$ cat src/rtl/cond_pkg.sv
// Shared definitions for the condition-gating stage: condition encodings,
// NZCV bit positions and FlagW bit meanings.
package cond_pkg;

    // Condition field encodings (Instr[31:28])
    localparam logic [3:0] COND_EQ = 4'b0000;
    localparam logic [3:0] COND_NE = 4'b0001;
    localparam logic [3:0] COND_CS = 4'b0010;
    localparam logic [3:0] COND_CC = 4'b0011;
    localparam logic [3:0] COND_MI = 4'b0100;
    localparam logic [3:0] COND_PL = 4'b0101;
    localparam logic [3:0] COND_VS = 4'b0110;
    localparam logic [3:0] COND_VC = 4'b0111;
    localparam logic [3:0] COND_HI = 4'b1000;
    localparam logic [3:0] COND_LS = 4'b1001;
    localparam logic [3:0] COND_GE = 4'b1010;
    localparam logic [3:0] COND_LT = 4'b1011;
    localparam logic [3:0] COND_GT = 4'b1100;
    localparam logic [3:0] COND_LE = 4'b1101;
    localparam logic [3:0] COND_AL = 4'b1110;
    localparam logic [3:0] COND_NV = 4'b1111;

    // Bit positions within {N,Z,C,V}
    localparam int unsigned FLAG_N = 3;
    localparam int unsigned FLAG_Z = 2;
    localparam int unsigned FLAG_C = 1;
    localparam int unsigned FLAG_V = 0;

    // FlagW bit meanings
    localparam int unsigned FW_NZ = 1;  // write N and Z
    localparam int unsigned FW_CV = 0;  // write C and V

endpackage

$ cat src/rtl/cond_eval.sv
// Combinational condition evaluator: (Cond, NZCV) -> condition pass.
// NV_IS_AL selects whether encoding 1111 always or never executes.
module cond_eval
    import cond_pkg::*;
#(
    parameter bit NV_IS_AL = 1'b1
) (
    input  logic [3:0] i_cond,
    input  logic [3:0] i_flags,
    output logic       o_cond_ex
);

    logic w_n;
    logic w_z;
    logic w_c;
    logic w_v;

    assign w_n = i_flags[FLAG_N];
    assign w_z = i_flags[FLAG_Z];
    assign w_c = i_flags[FLAG_C];
    assign w_v = i_flags[FLAG_V];

    // Decode the condition field against the supplied flags
    always_comb begin
        o_cond_ex = 1'b0;
        case (i_cond)
            COND_EQ: o_cond_ex = w_z;
            COND_NE: o_cond_ex = !w_z;
            COND_CS: o_cond_ex = w_c;
            COND_CC: o_cond_ex = !w_c;
            COND_MI: o_cond_ex = w_n;
            COND_PL: o_cond_ex = !w_n;
            COND_VS: o_cond_ex = w_v;
            COND_VC: o_cond_ex = !w_v;
            COND_HI: o_cond_ex = w_c && !w_z;
            COND_LS: o_cond_ex = !w_c || w_z;
            COND_GE: o_cond_ex = (w_n == w_v);
            COND_LT: o_cond_ex = (w_n != w_v);
            COND_GT: o_cond_ex = !w_z && (w_n == w_v);
            COND_LE: o_cond_ex = w_z || (w_n != w_v);
            COND_AL: o_cond_ex = 1'b1;
            COND_NV: o_cond_ex = NV_IS_AL;
            default: o_cond_ex = 1'b0;
        endcase
    end

endmodule

$ cat src/rtl/cond_gate_unit.sv
// Condition-gating stage: holds NZCV, registers the condition-pass bit and
// qualifies the decoder's raw write strobes with it.
// Optional feature: COND_STICKY_Q_EN adds a sticky overflow (Q) register.
module cond_gate_unit
    import cond_pkg::*;
#(
    parameter logic [3:0] RESET_FLAGS = 4'b0000,
    parameter bit         NV_IS_AL    = 1'b1
) (
    input  logic       clk,
    input  logic       reset,
    input  logic [3:0] Cond,
    input  logic [3:0] ALUFlags,
    input  logic [1:0] FlagW,
    input  logic       PCS,
    input  logic       NextPC,
    input  logic       RegW,
    input  logic       MemW,
    input  logic       RegWHi,
    input  logic       QClr,
    output logic       PCWrite,
    output logic       RegWrite,
    output logic       MemWrite,
    output logic       RegWriteHi,
    output logic [3:0] Flags,
    output logic       CondExR,
    output logic       QFlag
);

    logic [3:0] r_flags;
    logic       r_cond_ex;
    logic       w_cond_ex;

    // Condition is judged on the registered flags, never on this cycle's ALU result
    cond_eval #(
        .NV_IS_AL(NV_IS_AL)
    ) u_cond_eval (
        .i_cond   (Cond),
        .i_flags  (r_flags),
        .o_cond_ex(w_cond_ex)
    );

    // Flag and condition-pass registers; flag writes gated by the registered pass bit
    always_ff @(posedge clk or negedge reset) begin
        if (!reset) begin
            r_flags   <= RESET_FLAGS;
            r_cond_ex <= 1'b0;
        end else begin
            r_cond_ex <= w_cond_ex;
            if (FlagW[FW_NZ] && r_cond_ex) begin
                r_flags[FLAG_N] <= ALUFlags[FLAG_N];
                r_flags[FLAG_Z] <= ALUFlags[FLAG_Z];
            end
            if (FlagW[FW_CV] && r_cond_ex) begin
                r_flags[FLAG_C] <= ALUFlags[FLAG_C];
                r_flags[FLAG_V] <= ALUFlags[FLAG_V];
            end
        end
    end

`ifdef COND_STICKY_Q_EN
    logic r_q;

    // Sticky overflow: a qualified V write sets it, QClr clears it, set wins
    always_ff @(posedge clk or negedge reset) begin
        if (!reset) begin
            r_q <= 1'b0;
        end else if (FlagW[FW_CV] && r_cond_ex && ALUFlags[FLAG_V]) begin
            r_q <= 1'b1;
        end else if (QClr) begin
            r_q <= 1'b0;
        end
    end

    assign QFlag = r_q;
`else
    logic w_qclr_unused;

    assign w_qclr_unused = QClr;
    assign QFlag         = 1'b0;
`endif

    // Zero-latency strobe qualification; NextPC fetch is never suppressed
    always_comb begin
        PCWrite    = (PCS && r_cond_ex) || NextPC;
        RegWrite   = RegW && r_cond_ex;
        MemWrite   = MemW && r_cond_ex;
        RegWriteHi = RegWHi && r_cond_ex;
    end

    assign Flags   = r_flags;
    assign CondExR = r_cond_ex;

endmodule

$ cat config.mk
export PLATFORM = sky130hd
export DESIGN_NAME = cond_gate_unit
export DESIGN_NICKNAME = d
export VERILOG_FILES = /design/src/rtl/cond_pkg.sv /design/src/rtl/cond_eval.sv /design/src/rtl/cond_gate_unit.sv
export SDC_FILE = /design/constraint.sdc
export NUM_CORES = 1
export LEC_CHECK = 0
export BUFFER_PORTS_ARGS = -buffer_cell sky130_fd_sc_hd__buf_2
export CAP_MARGIN = 5
export CORE_AREA = 3 3 40 42
export CTS_CLUSTER_DIAMETER = 80
export DETAILED_ROUTE_END_ITERATION = 10
export DIE_AREA = 0 0 43 45
export GPL_TIMING_DRIVEN = 0
export PLACE_DENSITY = 0.65
export SYNTH_ARGS = -nofsm -noshare
export SYNTH_HDL_FRONTEND = slang
export SYNTH_SLANG_ARGS = --single-unit
$ cat constraint.sdc
create_clock -name clk -period 5 [get_ports clk]
set_clock_uncertainty 0.1 [all_clocks]
set_input_delay 1 -clock clk [delete_from_list [all_inputs] [get_ports clk]]
set_output_delay 1 -clock clk [all_outputs]
set_load 0.01 [all_outputs]
==> results.py <==
metrics = {
    "outcome": {
        "status": "finished, final reports clean",
    },
    "timing": {
        "unrepaired_setup_endpoints_after_global_routing": "false",
        "min_period_over_period": 0.496,
        "timing.setup.tns_ps": 0,
        "finalCriticalPeriod_ps": 2480,
        "finalSetupViolCount": 0,
        "report.final.slew_viol_count": 0,
        "timing_hold_violations_final": 0,
        "maxClockFrequency_mhz": 403,
        "timing.final.ws_setup_ps": 2520,
    },
    "synthesis": {
        "ys.flop_type": "sky130_fd_sc_hd__dfrtp_1",
        "synthesis.instances": 47,
        "synthDistinctLibCells": 29,
        "async_reset_ff_frac": 1.00,
        "synth_area_leader_cell": "sky130_fd_sc_hd__dfrtp_1",
        "mappedNetlistArea_um2": 423,
        "yosys-top-cells-count": "5 x sky130_fd_sc_hd__dfrtp_1, 5 x sky130_fd_sc_hd__nand2_1, 4 x sky130_fd_sc_hd__mux2_2",
        "synth_adder_area_share": 0,
        "synth_warnings": 0,
        "synth-xor-area-share": 0.0207,
        "post_synth_main_area_contributors": "sky130_fd_sc_hd__dfrtp_1 30%, sky130_fd_sc_hd__mux2_2 11%, sky130_fd_sc_hd__mux2i_1 4.7%",
        "seq_area_frac_synth": 0.296,
        "synthesis.area_per_instance_um2": 9.00,
        "synth.area.mux_share": 0.154,
        "synth_edf_count": 0,
        "mappedNetlistNets": 65,
        "combinational_family_with_the_most_area_after_synthesis": "simple AND/OR/NAND/NOR gates",
        "synth_compound_area_frac": 0.160,
        "simple_gate_share_of_the_synthesized_area": 0.296,
        "synth.ff_latch_count": 5,
        "synth.top_cell.area_share": 0.296,
    },
    "clock_tree": {
        "worst_setup_hold_path_clk_slew_ps": 40,
        "post_cts_setup_buffer_count": 0,
        "cts.repair.resized": 0,
        "clock_path_buffers": 2,
        "clk_root_buffer_cell": "sky130_fd_sc_hd__clkbuf_4",
        "clock_sinks": 5,
        "cts_tree": "yes",
        "htree_num_levels": 1,
        "worstSkewPairLatency_ps": 230,
        "holdBufCountCts": 0,
        "numCtsBuffers": 3,
    },
    "route": {
        "route.antenna.remaining_nets": 0,
        "wl_per_cell_um": 11.1,
        "drtPass1Iterations": 2,
        "drt-initial-drc-count": 1,
        "drc_viols": 0,
        "vias": 431,
        "total_length_of_routed_wires_um": 991,
        "avgViaCountPerCell": 4.84,
    },
    "setup_path": {
        "r2r_cells": 4,
        "timing.critical_path.required_ps": 3900,
        "cp-start-kind": "primary input",
        "worst_ep_arrival_time_ps": 1380,
        "setup.worst_path.end_class": "output port",
        "crit_fanout": 1,
        "r2r_slack_ps": 3270,
        "r2r_end": "CondExR",
        "timing.rr.start": "Flags[3]",
        "worst_setup_path_type": "primary input to output port",
    },
    "grt": {
        "busiest_layer": "met2",
        "grt_pass1_vias": 424,
        "grtUsageTotal": 0.106,
        "final_global_route_overflow_total": 0,
        "grt_util_met2": 0.171,
        "grt_start_max_net_pins": 11,
        "global_route.usage.met3": 0.0199,
        "global_route.usage.met1": 0.127,
        "antenna_found_initial": 0,
        "wire_length_of_the_first_global_routing_pass_mm": 1.59,
    },
    "pwr": {
        "power.density_nw_per_um2": 312,
        "max-vdd-ir-drop_v": 0.000192,
        "report.power.total_w": 0.000182,
        "cellLeakagePower_nw": 0.291,
    },
    "floorplan": {
        "die_x_um": 43,
        "core_area_um2": 1280,
        "row_count": 13,
        "die_y_um": 45,
        "start_util": 0.329,
        "floorplan_die_area_um2": 1940,
        "io_pins": 28,
    },
    "final_layout": {
        "final_layout_size_suffix_gt1_frac": 0.459,
        "fill_cells": 134,
        "antenna_cells_inserted": 0,
        "utilization": 0.454,
        "syn_to_final_growth_pct": 37.9,
        "layout.nets": 93,
    },
    "placed_design": {
        "port_buffers": 23,
        "finalWeightedCongestion": 0.650,
        "placement.setup.worst_slack_ps": 2520,
    },
    "run": {
        "max-cap-violations": 0,
    },
    "min_path": {
        "worst_hold_path_type": "primary input to async pin",
    },
}
sequential cells by signal, summed over array words and instances, names as in the netlist:
signal and count:
CondExR 1, Flags 4
routing by layer:
metal | share of wire | up-vias
li1 | - | 224
met1 | 0.42 | 191
met2 | 0.50 | 16
met3 | 0.074 | 0
met4 | 0 | 0
met5 | 0 | -
final cells by class:
class	count	area, um2	share of cell area
well taps	15	18.8	0.0322
clock buffers	4	26.3	0.0451
repair buffers	23	115	0.197
plain buffers	4	27.5	0.0472
multi-input cells	38	270	0.464
flip-flops and latches	5	125	0.215
per-stage QoR:
step	hold slack (ps)	instances	cell area [um2]
floorplan	504	47	423
global placement	468	85	557
detailed placement	483	85	557
CTS	466	89	583
global route	472	89	583
finish	471	89	583
critical path: stages:
cell and delay [ps]:
sky130_fd_sc_hd__buf_2 90, sky130_fd_sc_hd__a21o_1 160, sky130_fd_sc_hd__buf_2 130
layout by cell type, fill, tap and decap left out, types with 2 or more instances in the layout:
cell type	instances
sky130_fd_sc_hd__a211oi_1	2
sky130_fd_sc_hd__and2_1	3
sky130_fd_sc_hd__buf_2	24
sky130_fd_sc_hd__clkbuf_1	2
sky130_fd_sc_hd__clkbuf_4	3
sky130_fd_sc_hd__dfrtp_1	5
sky130_fd_sc_hd__mux2_2	4
sky130_fd_sc_hd__mux2i_1	2
sky130_fd_sc_hd__nand2_1	5
sky130_fd_sc_hd__nand3b_1	2
sky130_fd_sc_hd__nor2_1	3
cell families (layout without fill, tap and decap cells):
kind of cell | count (synthesis) | count (layout)
multiplexers | 6 | 6
XOR/XNOR | 1 | 1
other | 1 | 1
buffers and inverters | 4 | 31
AO/OA/AOI/OAI | 9 | 9
flip-flops | 5 | 5
AND/OR/NAND/NOR | 21 | 21
power by group:
| group | leakage (nW) | internal [W] | switching, W |
|---|---|---|---|
| logic | 0.219 | 0.0000399 | 0.0000316 |
| clock network | 0.0150 | 0.0000301 | 0.0000151 |
| registers | 0.0575 | 0.0000505 | 0.0000149 |
| total | 0.291 | 0.000120 | 0.0000616 |
worst max-delay path by stage:
stage               from  endpoint  slack (ps)  cells past startpoint
floorplan            PCS   PCWrite        2710                      1
global placement     PCS   PCWrite        2520                      3
detailed placement   PCS   PCWrite        2520                      3
CTS                  PCS   PCWrite        2520                      3
global route         PCS   PCWrite        2500                      3
finish               PCS   PCWrite        2520                      3
Note: power is estimated with default switching activity, not from simulation.
